--- src/rtl/osc_meter_pkg.sv ---
// osc_meter_pkg
// Shared definitions for the oscillator frequency meter:
//   - meter_state_e : measurement FSM states (IDLE, GATE, LATCH)
//   - GATE_SEL_W    : width of the gate window select
//   - gate_len()    : gate window length in clk cycles for a given select
package osc_meter_pkg;

    localparam int GATE_SEL_W = 3;

    typedef enum logic [1:0] {
        IDLE  = 2'd0,
        GATE  = 2'd1,
        LATCH = 2'd2
    } meter_state_e;

    // Window length N = 2^(min_log2 + sel) clk cycles.
    function automatic logic [31:0] gate_len(input logic [GATE_SEL_W-1:0] sel,
                                             input int min_log2);
        return 32'd1 << (min_log2 + int'(sel));
    endfunction

endpackage

--- src/rtl/osc_sync_edge.sv ---
// osc_sync_edge
// Brings an asynchronous oscillator tap into the clk domain through a
// two-flop synchronizer and emits a one-cycle pulse on each rising edge.
// Shared by every divided tap that needs counting.
// Ports:
//   clk     in  system clock
//   rst_n   in  asynchronous active-low reset, clears all flops to 0
//   async_i in  asynchronous tap
//   rise_o  out one-cycle pulse, high in the cycle a rising edge is seen
module osc_sync_edge (
    input  logic clk,
    input  logic rst_n,
    input  logic async_i,
    output logic rise_o
);

    logic meta_q;   // first synchronizer stage, may go metastable
    logic sync_q;   // second synchronizer stage, safe to use
    logic sync_qq;  // previous value of sync_q for edge detection

    always_ff @(posedge clk or negedge rst_n) begin
        if (!rst_n) begin
            meta_q  <= 1'b0;
            sync_q  <= 1'b0;
            sync_qq <= 1'b0;
        end else begin
            meta_q  <= async_i;
            sync_q  <= meta_q;
            sync_qq <= sync_q;
        end
    end

    assign rise_o = sync_q & ~sync_qq;

endmodule

--- src/rtl/osc_freq_meter.sv ---
// osc_freq_meter
// Counts rising edges of an asynchronous oscillator tap over a gate window
// of N = 2^(GATE_MIN_LOG2 + gate_sel) clk cycles and publishes the count.
// Ports:
//   clk        in  system clock
//   rst_n      in  asynchronous active-low reset
//   osc_in     in  oscillator tap (async, <= clk/2 for exact counts)
//   gate_sel   in  window select, captured when a measurement starts
//   start      in  level-sampled request, honoured only in IDLE
//   continuous in  re-arm automatically after each publish
//   busy       out measurement window open or latching
//   done       out one-cycle pulse when result/overflow are published
//   result     out last published count, held until the next publish
//   overflow   out published count saturated
//   state_dbg  out current FSM state, for observation only
//
// Request/complete protocol: start is a level, sampled on every clk edge while
// the FSM is IDLE; there is no ready/ack and a start seen while busy is
// dropped, not queued. done is a registered single-cycle strobe; result and
// overflow are valid from the done cycle and only change on done or reset.
module osc_freq_meter
    import osc_meter_pkg::*;
#(
    parameter int GATE_MIN_LOG2 = 10,
    parameter int CNT_W         = 16
) (
    input  logic                  clk,
    input  logic                  rst_n,
    input  logic                  osc_in,
    input  logic [GATE_SEL_W-1:0] gate_sel,
    input  logic                  start,
    input  logic                  continuous,
    output logic                  busy,
    output logic                  done,
    output logic [CNT_W-1:0]      result,
    output logic                  overflow,
    output meter_state_e          state_dbg
);

    // Wide enough for the longest window (select 7) with margin, so the
    // gate counter never wraps.
    localparam int GATE_W = GATE_MIN_LOG2 + 8;
    localparam logic [CNT_W-1:0] CNT_MAX = '1;

    meter_state_e          state_q, state_d;
    logic [GATE_SEL_W-1:0] gate_reg_q, gate_reg_d;
    logic [GATE_W-1:0]     gate_cnt_q, gate_cnt_d;
    logic [CNT_W-1:0]      edge_cnt_q, edge_cnt_d;
    logic [CNT_W-1:0]      result_q, result_d;
    logic                  sat_q, sat_d;
    logic                  overflow_q, overflow_d;
    logic                  done_q, done_d;
    logic                  osc_rise;
    logic                  gate_last;
    logic [31:0]           gate_len_w;

    osc_sync_edge u_sync (
        .clk     (clk),
        .rst_n   (rst_n),
        .async_i (osc_in),
        .rise_o  (osc_rise)
    );

    // gate_cnt starts at 0 in the first GATE cycle, so N-1 marks the last one.
    assign gate_len_w = gate_len(gate_reg_q, GATE_MIN_LOG2);
    assign gate_last  = (gate_cnt_q == GATE_W'(gate_len_w - 32'd1));

    always_comb begin
        state_d    = state_q;
        gate_reg_d = gate_reg_q;
        gate_cnt_d = gate_cnt_q;
        edge_cnt_d = edge_cnt_q;
        sat_d      = sat_q;
        result_d   = result_q;
        overflow_d = overflow_q;
        done_d     = 1'b0;

        case (state_q)
            IDLE: begin
                if (start) begin
                    state_d    = GATE;
                    gate_reg_d = gate_sel;
                    gate_cnt_d = '0;
                    edge_cnt_d = '0;
                    sat_d      = 1'b0;
                end
            end
            GATE: begin
                gate_cnt_d = gate_cnt_q + GATE_W'(1);
                if (osc_rise) begin
                    if (edge_cnt_q == CNT_MAX) begin
                        sat_d = 1'b1;
                    end else begin
                        edge_cnt_d = edge_cnt_q + CNT_W'(1);
                    end
                end
                if (gate_last) begin
                    state_d = LATCH;
                end
            end
            LATCH: begin
                // The edge pulse in this cycle is deliberately not counted.
                result_d   = edge_cnt_q;
                overflow_d = sat_q;
                done_d     = 1'b1;
                if (continuous) begin
                    state_d    = GATE;
                    gate_reg_d = gate_sel;
                    gate_cnt_d = '0;
                    edge_cnt_d = '0;
                    sat_d      = 1'b0;
                end else begin
                    state_d = IDLE;
                end
            end
            default: begin
                state_d = IDLE;
            end
        endcase
    end

    always_ff @(posedge clk or negedge rst_n) begin
        if (!rst_n) begin
            state_q    <= IDLE;
            gate_reg_q <= '0;
            gate_cnt_q <= '0;
            edge_cnt_q <= '0;
            sat_q      <= 1'b0;
            result_q   <= '0;
            overflow_q <= 1'b0;
            done_q     <= 1'b0;
        end else begin
            state_q    <= state_d;
            gate_reg_q <= gate_reg_d;
            gate_cnt_q <= gate_cnt_d;
            edge_cnt_q <= edge_cnt_d;
            sat_q      <= sat_d;
            result_q   <= result_d;
            overflow_q <= overflow_d;
            done_q     <= done_d;
        end
    end

    assign busy      = (state_q != IDLE);
    assign done      = done_q;
    assign result    = result_q;
    assign overflow  = overflow_q;
    assign state_dbg = state_q;

endmodule

--- config.mk ---
export PLATFORM = sky130hd
export DESIGN_NAME = osc_freq_meter
export DESIGN_NICKNAME = d
export VERILOG_FILES = /design/src/rtl/osc_meter_pkg.sv /design/src/rtl/osc_sync_edge.sv /design/src/rtl/osc_freq_meter.sv
export SDC_FILE = /design/constraint.sdc
export NUM_CORES = 1
export LEC_CHECK = 0
export CORE_ASPECT_RATIO = 0.8
export CORE_MARGIN = 4
export CORE_UTILIZATION = 59
export CTS_BUF_LIST = sky130_fd_sc_hd__clkbuf_8 sky130_fd_sc_hd__clkbuf_16
export CTS_CLUSTER_DIAMETER = 30
export DETAILED_ROUTE_END_ITERATION = 8
export PLACE_DENSITY = 0.82
export SLEW_MARGIN = 40
export SYNTH_ARGS = -nofsm -noshare
export SYNTH_HDL_FRONTEND = slang
export SYNTH_SLANG_ARGS = --single-unit
--- constraint.sdc ---
create_clock -name clk -period 3.3 [get_ports clk]
set_input_delay 0.495 -clock clk [delete_from_list [all_inputs] [get_ports clk]]
set_output_delay 0.495 -clock clk [all_outputs]
set_load 0.01 [all_outputs]
==> results of run 1 <==
final cells by class:
class                      count  area (sq um)  area share
clock buffer                   9           124      0.0340
clock inverter                 7          90.1      0.0247
timing repair buffer          32           309      0.0847
inverter                      10          37.5      0.0103
tap                           62          77.6      0.0213
multi-input combinational    208          1480       0.407
sequential                    61          1530       0.418
metal layers:
metal,vias up,track usage
li1,1099,-
met1,1069,0.292
met2,58,0.338
met3,12,0.0621
met4,0,0.0793
met5,-,0
how the worst max path moves through the flow:
| stage | start | endpoint | slack (ns) |
|---|---|---|---|
| 2_1_floorplan | gate_reg_q[1] | state_dbg[0] | 1.34 |
| 3_3_place_gp | start | edge_cnt_q[13] | 0.81 |
| 3_5_place_dp | start | edge_cnt_q[13] | 0.74 |
| 4_1_cts | gate_reg_q[1] | state_dbg[0] | 0.76 |
| 5_1_grt | gate_reg_q[1] | state_dbg[0] | 0.46 |
| 6_report | gate_reg_q[1] | state_dbg[0] | 0.72 |
metrics by stage:
step / worst slack (ns) / cell area, sq um / hold slack, ns / instances
2_1_floorplan: 1.34 / 3090 / 0.199 / 291
3_3_place_gp: 0.805 / 3430 / 0.334 / 373
3_5_place_dp: 0.741 / 3430 / 0.340 / 373
4_1_cts: 0.760 / 3640 / 0.325 / 389
5_1_grt: 0.457 / 3650 / 0.236 / 389
6_report: 0.719 / 3650 / 0.198 / 389
cell families after synthesis:
logic type | count (synthesis)
buf+inv | 22
compound gates | 45
mux | 14
xor+xnor | 30
flops | 61
simple gates | 113
fa+ha+maj | 6
layout by cell type (no fill, tap or decap), drive strengths merged, types with 3 or more instances in the layout:
| cell type | count |
|---|---|
| clkbuf | 9 |
| xnor2 | 17 |
| xor2 | 13 |
| a21oi | 6 |
| nor2b | 3 |
| nor4 | 3 |
| clkdlybuf4s50 | 27 |
| nand2 | 26 |
| a2111oi | 3 |
| a31o | 3 |
| and4 | 3 |
| nand4 | 7 |
| nor2 | 31 |
| mux2 | 11 |
| inv | 10 |
| buf | 5 |
| o21ai | 12 |
| ha | 6 |
| dfrtp | 61 |
| a211oi | 6 |
| nor3 | 5 |
| mux2i | 3 |
| nand3 | 14 |
| clkinv | 3 |
| and3 | 7 |
flip-flops by register name, summed over array words and instances, names as in the netlist:
signal,cells
gate_cnt_q,18
edge_cnt_q,16
result,16
gate_reg_q,3
state_dbg,2
done,1
overflow,1
sat_q,1
u_sync.meta_q,1
u_sync.sync_q,1
u_sync.sync_qq,1
power by group through the flow:
stage | Combinational, W | Clock (W) | Sequential (W)
3_5_place_dp | 0.000153 | 0 | 0.000883
2_1_floorplan | 0.000124 | 0 | 0.000855
3_3_place_gp | 0.000145 | 0 | 0.000880
6_report | 0.000154 | 0.000715 | 0.000872
5_1_grt | 0.000175 | 0.000759 | 0.000879
4_1_cts | 0.000154 | 0.000729 | 0.000870
==> run metrics, run 1 <==
Post-Synth Simple-Gate Area=0.206; CP max-delay cell=nor4_1; highest routed metal layer=met4; PwrDens=477 mW/mm^2; Worst-Skew Late Latency=roughly 0.34 ns; final setup vio count=0; post-synth top area cell=dfrtp_1; die area=roughly 0.0065 sq mm; share of layout cells above drive strength 1=0.135; routed wl met3=315 um; synth unique cells=58; Synth Flop Type=dfrtp_1; largest net degree at the start of global routing=62; Ant. Diodes=0; Buf/Inv on CP=1; postcts setup bufs=0; Startpoint Class=flip-flop; number of H-tree levels=3; hold bufs inserted after CTS=0; multiplexer share of the synthesized area=0.0498; Max Cap Violations=0; Synth Area in Compound Gates=0.113; GRT Overall Usage=0.217; logic gate share of total power=0.088; Worst path top cell family by delay=compound AO/OA/AOI/OAI gates; Seq/Total Area, Yosys=0.494; Post-Syn Nets=between 300 and 400; required time of the worst setup path=3.50 ns; clk sinks=61; arrival time worst endpoint=between 2 and 3 ns; Synth Cell Area=between 0.003 and 0.004 sq mm; Final Cycle Share=0.782; worst-path fanout max=8; Die Wd=89.0 um; Final Critical Period=2.58 ns; CTS buffer count=9; Worst R2R Setup Slack=0.72 ns; top-count cell post-synth=dfrtp_1; row count=23; synthesized instance count=291; initial antenna violation count=0; met2 wire length=around 2.9 mm; # fillers=336; Core Area=0.00504 sq mm; Mapped Avg Cell Area=approximately 11 sq um; Die Y=approximately 73 um; Synth Area in XOR/XNOR=0.0850; flops & latches, synth=61; area grow syn2layout=18.0%; FF-to-FF End=state_dbg[0]; run status=completed; CTS tree=yes; Rel. slew slack=0.499; post-CTS sizing=0; DRC Markers=0; detailed-route via count=approximately 2.2k; Hold Crit Class=in -> async; Post-synth top cells=61 x dfrtp_1, 30 x nor2_1, 26 x nand2_1, 17 x xnor2_1, 14 x nand3_1; Pwr Total=about 0.0017 W; Sum Neg Setup Slack=0 ns; Max Clk Rate=387 MHz; switching power=0.000452 W; Clk pwr share=0.411; Synth area leaders=dfrtp_1 49%, xnor2_1 4.8%, xor2_1 3.7%, nor2_1 3.6%, nand2_1 3.2%; vias in the first global route=~2.2k; max-slew violation count=0; I/O Pins=29; CP cell instances=inv_1, ha_1, nor2b_1, a2111oi_0, o2111ai_1, nor4_1, o21ai_0; vias per cell=5.75; Adder-Cell Fraction of Synth Area=0.0243; FFs w/ async S/R, synth=1.00; Worst R2R Start=gate_reg_q[1]; R2R depth=7; final core utilization=0.724; Placer Congestion=0.833; Reg clk slew, reported paths=0.07 ns; critical path type=reg -> reg; I/O Buffers=28; Clock Path Buffers=2; Cell Int Power=0.00129 W; Layout Skew=0.00982 ns; Worst VDD drop=between 0.3 and 0.4 mV; unrepaired setup endpoints after global routing=no; Setup crit end kind=flip-flop; ANT nets after route=0; sequential share of power=0.501; Post-Route WL=6.19 mm; largest family of logic cells by synthesized area=simple AND/OR/NAND/NOR gates; Post-DP HPWL=around 4.2 mm; top cell type's share of synthesized area=0.494; Starting DRT DRC Count=131; Initial Util=0.614; Remaining Overflow, GRT=0; measured slew at the worst slew-check pin=0.750 ns; Clock Tree Root=clkbuf_8; final hold vios=0; wire length on met1=2.89 mm; P_leak=1.61 nW; Post-synth EDFFs=0; first-pass GRT wire length=10.5 mm; Layout Nets=336; critical path's largest stage delay=0.60 ns; critical path depth in cells=7; routed len/inst=15.9 um; sw frac=0.259; Initial DRT Pass Iterations=4; warnings from Yosys=0
Power figures use the tool's default switching activity.
==> inputs of run 2 (changes only) <==
--- a/config.mk
+++ b/config.mk
@@ -7,11 +7,11 @@
 export LEC_CHECK = 0
 export CORE_ASPECT_RATIO = 0.8
 export CORE_MARGIN = 4
-export CORE_UTILIZATION = 59
+export CORE_UTILIZATION = 51
 export CTS_BUF_LIST = sky130_fd_sc_hd__clkbuf_8 sky130_fd_sc_hd__clkbuf_16
 export CTS_CLUSTER_DIAMETER = 30
 export DETAILED_ROUTE_END_ITERATION = 8
-export PLACE_DENSITY = 0.82
+export PLACE_DENSITY = 0.75
 export SLEW_MARGIN = 40
 export SYNTH_ARGS = -nofsm -noshare
 export SYNTH_HDL_FRONTEND = slang
==> constraint.sdc (replaced) <==
create_clock -name clk -period 2.3 [get_ports clk]
set_input_delay 0.345 -clock clk [delete_from_list [all_inputs] [get_ports clk]]
set_output_delay 0.345 -clock clk [all_outputs]
set_load 0.01 [all_outputs]
==> run metrics, run 2 (synthesis gave the netlist of run 1 again) <==
most frequent cells in the layout=61 x dfrtp_1, 29 x nor2_1, 27 x clkdlybuf4s50_1; measured slew at the worst slew-check pin=0.525 ns; # fillers=about 500; Initial Util=0.526; Worst R2R Setup Slack=0.19 ns; clk sinks=61; Layout Nets=341; largest register by flop count=gate_cnt_q; Die Y=~78 um; Worst VDD drop=0.523 mV; share of layout cells above drive strength 1=0.148; Remaining Overflow, GRT=0; Post-Route WL=6.08 mm; routed len/inst=approximately 15 um; GR Util met2=0.275; Setup crit end kind=flip-flop; detailed-route via count=2252; critical path's largest stage delay=about 0.4 ns; CTS buffer count=9; Post-DP HPWL=4.31 mm; postcts setup bufs=0; Die Wd=95.1 um; vias in the first global route=between 2k and 2.5k; arrival time worst endpoint=between 2 and 2.5 ns; CP cell instances=inv_1, ha_1, nor2b_1, a2111oi_2, o2111ai_1, nor4_2, o21ai_0; Max Cap Violations=0; most common cell after layout, fill and taps aside=dfrtp_1; Buf/Inv on CP=1; Hold Crit Class=reg -> reg; Worst Setup SP=gate_reg_q[2]; Reg clk slew, reported paths=around 0.070 ns; critical path depth in cells=7; R2R depth=7; largest net degree at the start of global routing=29; required time of the worst setup path=~2.5 ns; max-slew violation count=0; Max Clk Rate=474 MHz; die area=roughly 0.0074 sq mm; Sum Neg Setup Slack=0 ns; final hold vios=0; Worst-Skew Late Latency=0.34 ns; unrepaired setup endpoints after global routing=no; Final Critical Period=2.11 ns; Worst R2R Start=gate_reg_q[2]; final instance area=0.00375 sq mm; worst-path fanout max=6; Initial DRT Pass Iterations=4; Ant. Diodes=0; GR Layer Usage met3=0.0504; Clock Tree Root=clkbuf_8; first-pass GRT wire length=about 11 mm; P_leak=between 1.5 and 2 nW; CP max-delay cell=nor4_2; Startpoint Class=flip-flop; area grow syn2layout=21.4%; I/O Buffers=28; ANT nets after route=0; Worst path top cell family by delay=compound AO/OA/AOI/OAI gates; PwrDens=676 mW/mm^2; final setup vio count=0; initial antenna violation count=0; number of H-tree levels=3; vias per cell=5.45; area of the multi-input gates=0.00149 sq mm; Reg area=around 0.0015 sq mm; Layout Skew=0.0101 ns; row count=25; Final Cycle Share=0.917; Setup crit end=state_dbg[0]; Core Area=0.00588 sq mm; I/O Pins=29; Pwr Total=0.00254 W; hold slack=0.362 ns; Starting DRT DRC Count=between 100 and 150; Rel. slew slack=0.648; Placer Congestion=0.873; run status=completed; GR peak layer=met2; max reg flops=18; placed standard-cell area=roughly 0.0035 sq mm; GRT Overall Usage=0.191; DRC Markers=0; met1 Resource Use GR=0.271; CTS tree=yes; critical path type=reg -> reg; Clock Path Buffers=2; FF-to-FF End=state_dbg[0]
## run 2: changes by cell type in the layout (fill, tap and decap cells not counted), sizes merged
cell,previous run,this run
buf,5,9
clkbuf,9,10
clkinvlp,2,1
dlygate4sd3,0,1
## run 2: routing by layer
layer,vias to the layer above,part of all wire,wire (um)
li1,1101,-,-
met1,1104,0.51,3100
met2,38,0.44,2650
met3,9,0.035,210
met4,0,0.019,113
met5,-,0,0
## run 2: repair_timing
item,in CTS,in global routing
hold buffers,1,0
resized for setup,0,3
setup endpoints to repair,0,2
hold endpoints to repair,17,0
## run 2: layout make-up
| cell class | instances | share of cell area |
|---|---|---|
| Inverter | 10 | 0.0100 |
| Timing Repair Buffer | 37 | 0.0987 |
| Clock buffer | 10 | 0.0367 |
| Sequential cell | 61 | 0.407 |
| Clock inverter | 6 | 0.0230 |
| Multi-Input combinational cell | 208 | 0.398 |
| Tap cell | 81 | 0.0270 |
## run 2: how the worst min path moves through the flow
stage | slack (ns) | cells past startpoint | start | endpoint
floorplan | 0.05 | 0 | rst_n | done
global placement | 0.31 | 1 | rst_n | done
detailed placement | 0.31 | 1 | rst_n | done
CTS | 0.37 | 0 | u_sync.meta_q | u_sync.sync_q
global route | 0.37 | 0 | u_sync.meta_q | u_sync.sync_q
finish | 0.36 | 0 | u_sync.meta_q | u_sync.sync_q
## run 2: through the flow
step                setup slack, ns  utilization  instances
finish                        0.190        0.638        413
global route                 0.0196        0.638        413
CTS                          0.0501        0.636        413
detailed placement           0.0511        0.596        396
global placement             0.0785        0.596        396
floorplan                     0.339            -        291
## run 2: where the power goes
group,internal (W),switching (W)
sequential,0.00114,0.0000990
combinational,0.000109,0.000119
clock,0.000637,0.000428
total,0.00189,0.000646
==> inputs of run 3 (changes only) <==
--- a/config.mk
+++ b/config.mk
@@ -5,12 +5,14 @@
 export SDC_FILE = /design/constraint.sdc
 export NUM_CORES = 1
 export LEC_CHECK = 0
+export CAP_MARGIN = 20
 export CORE_ASPECT_RATIO = 0.8
 export CORE_MARGIN = 4
 export CORE_UTILIZATION = 51
 export CTS_BUF_LIST = sky130_fd_sc_hd__clkbuf_8 sky130_fd_sc_hd__clkbuf_16
 export CTS_CLUSTER_DIAMETER = 30
 export DETAILED_ROUTE_END_ITERATION = 8
+export HOLD_SLACK_MARGIN = 0.15
 export PLACE_DENSITY = 0.75
 export SLEW_MARGIN = 40
 export SYNTH_ARGS = -nofsm -noshare
==> results of run 3 <==
Same layout as run 2: the final DEF is identical, and so are final timing and power.
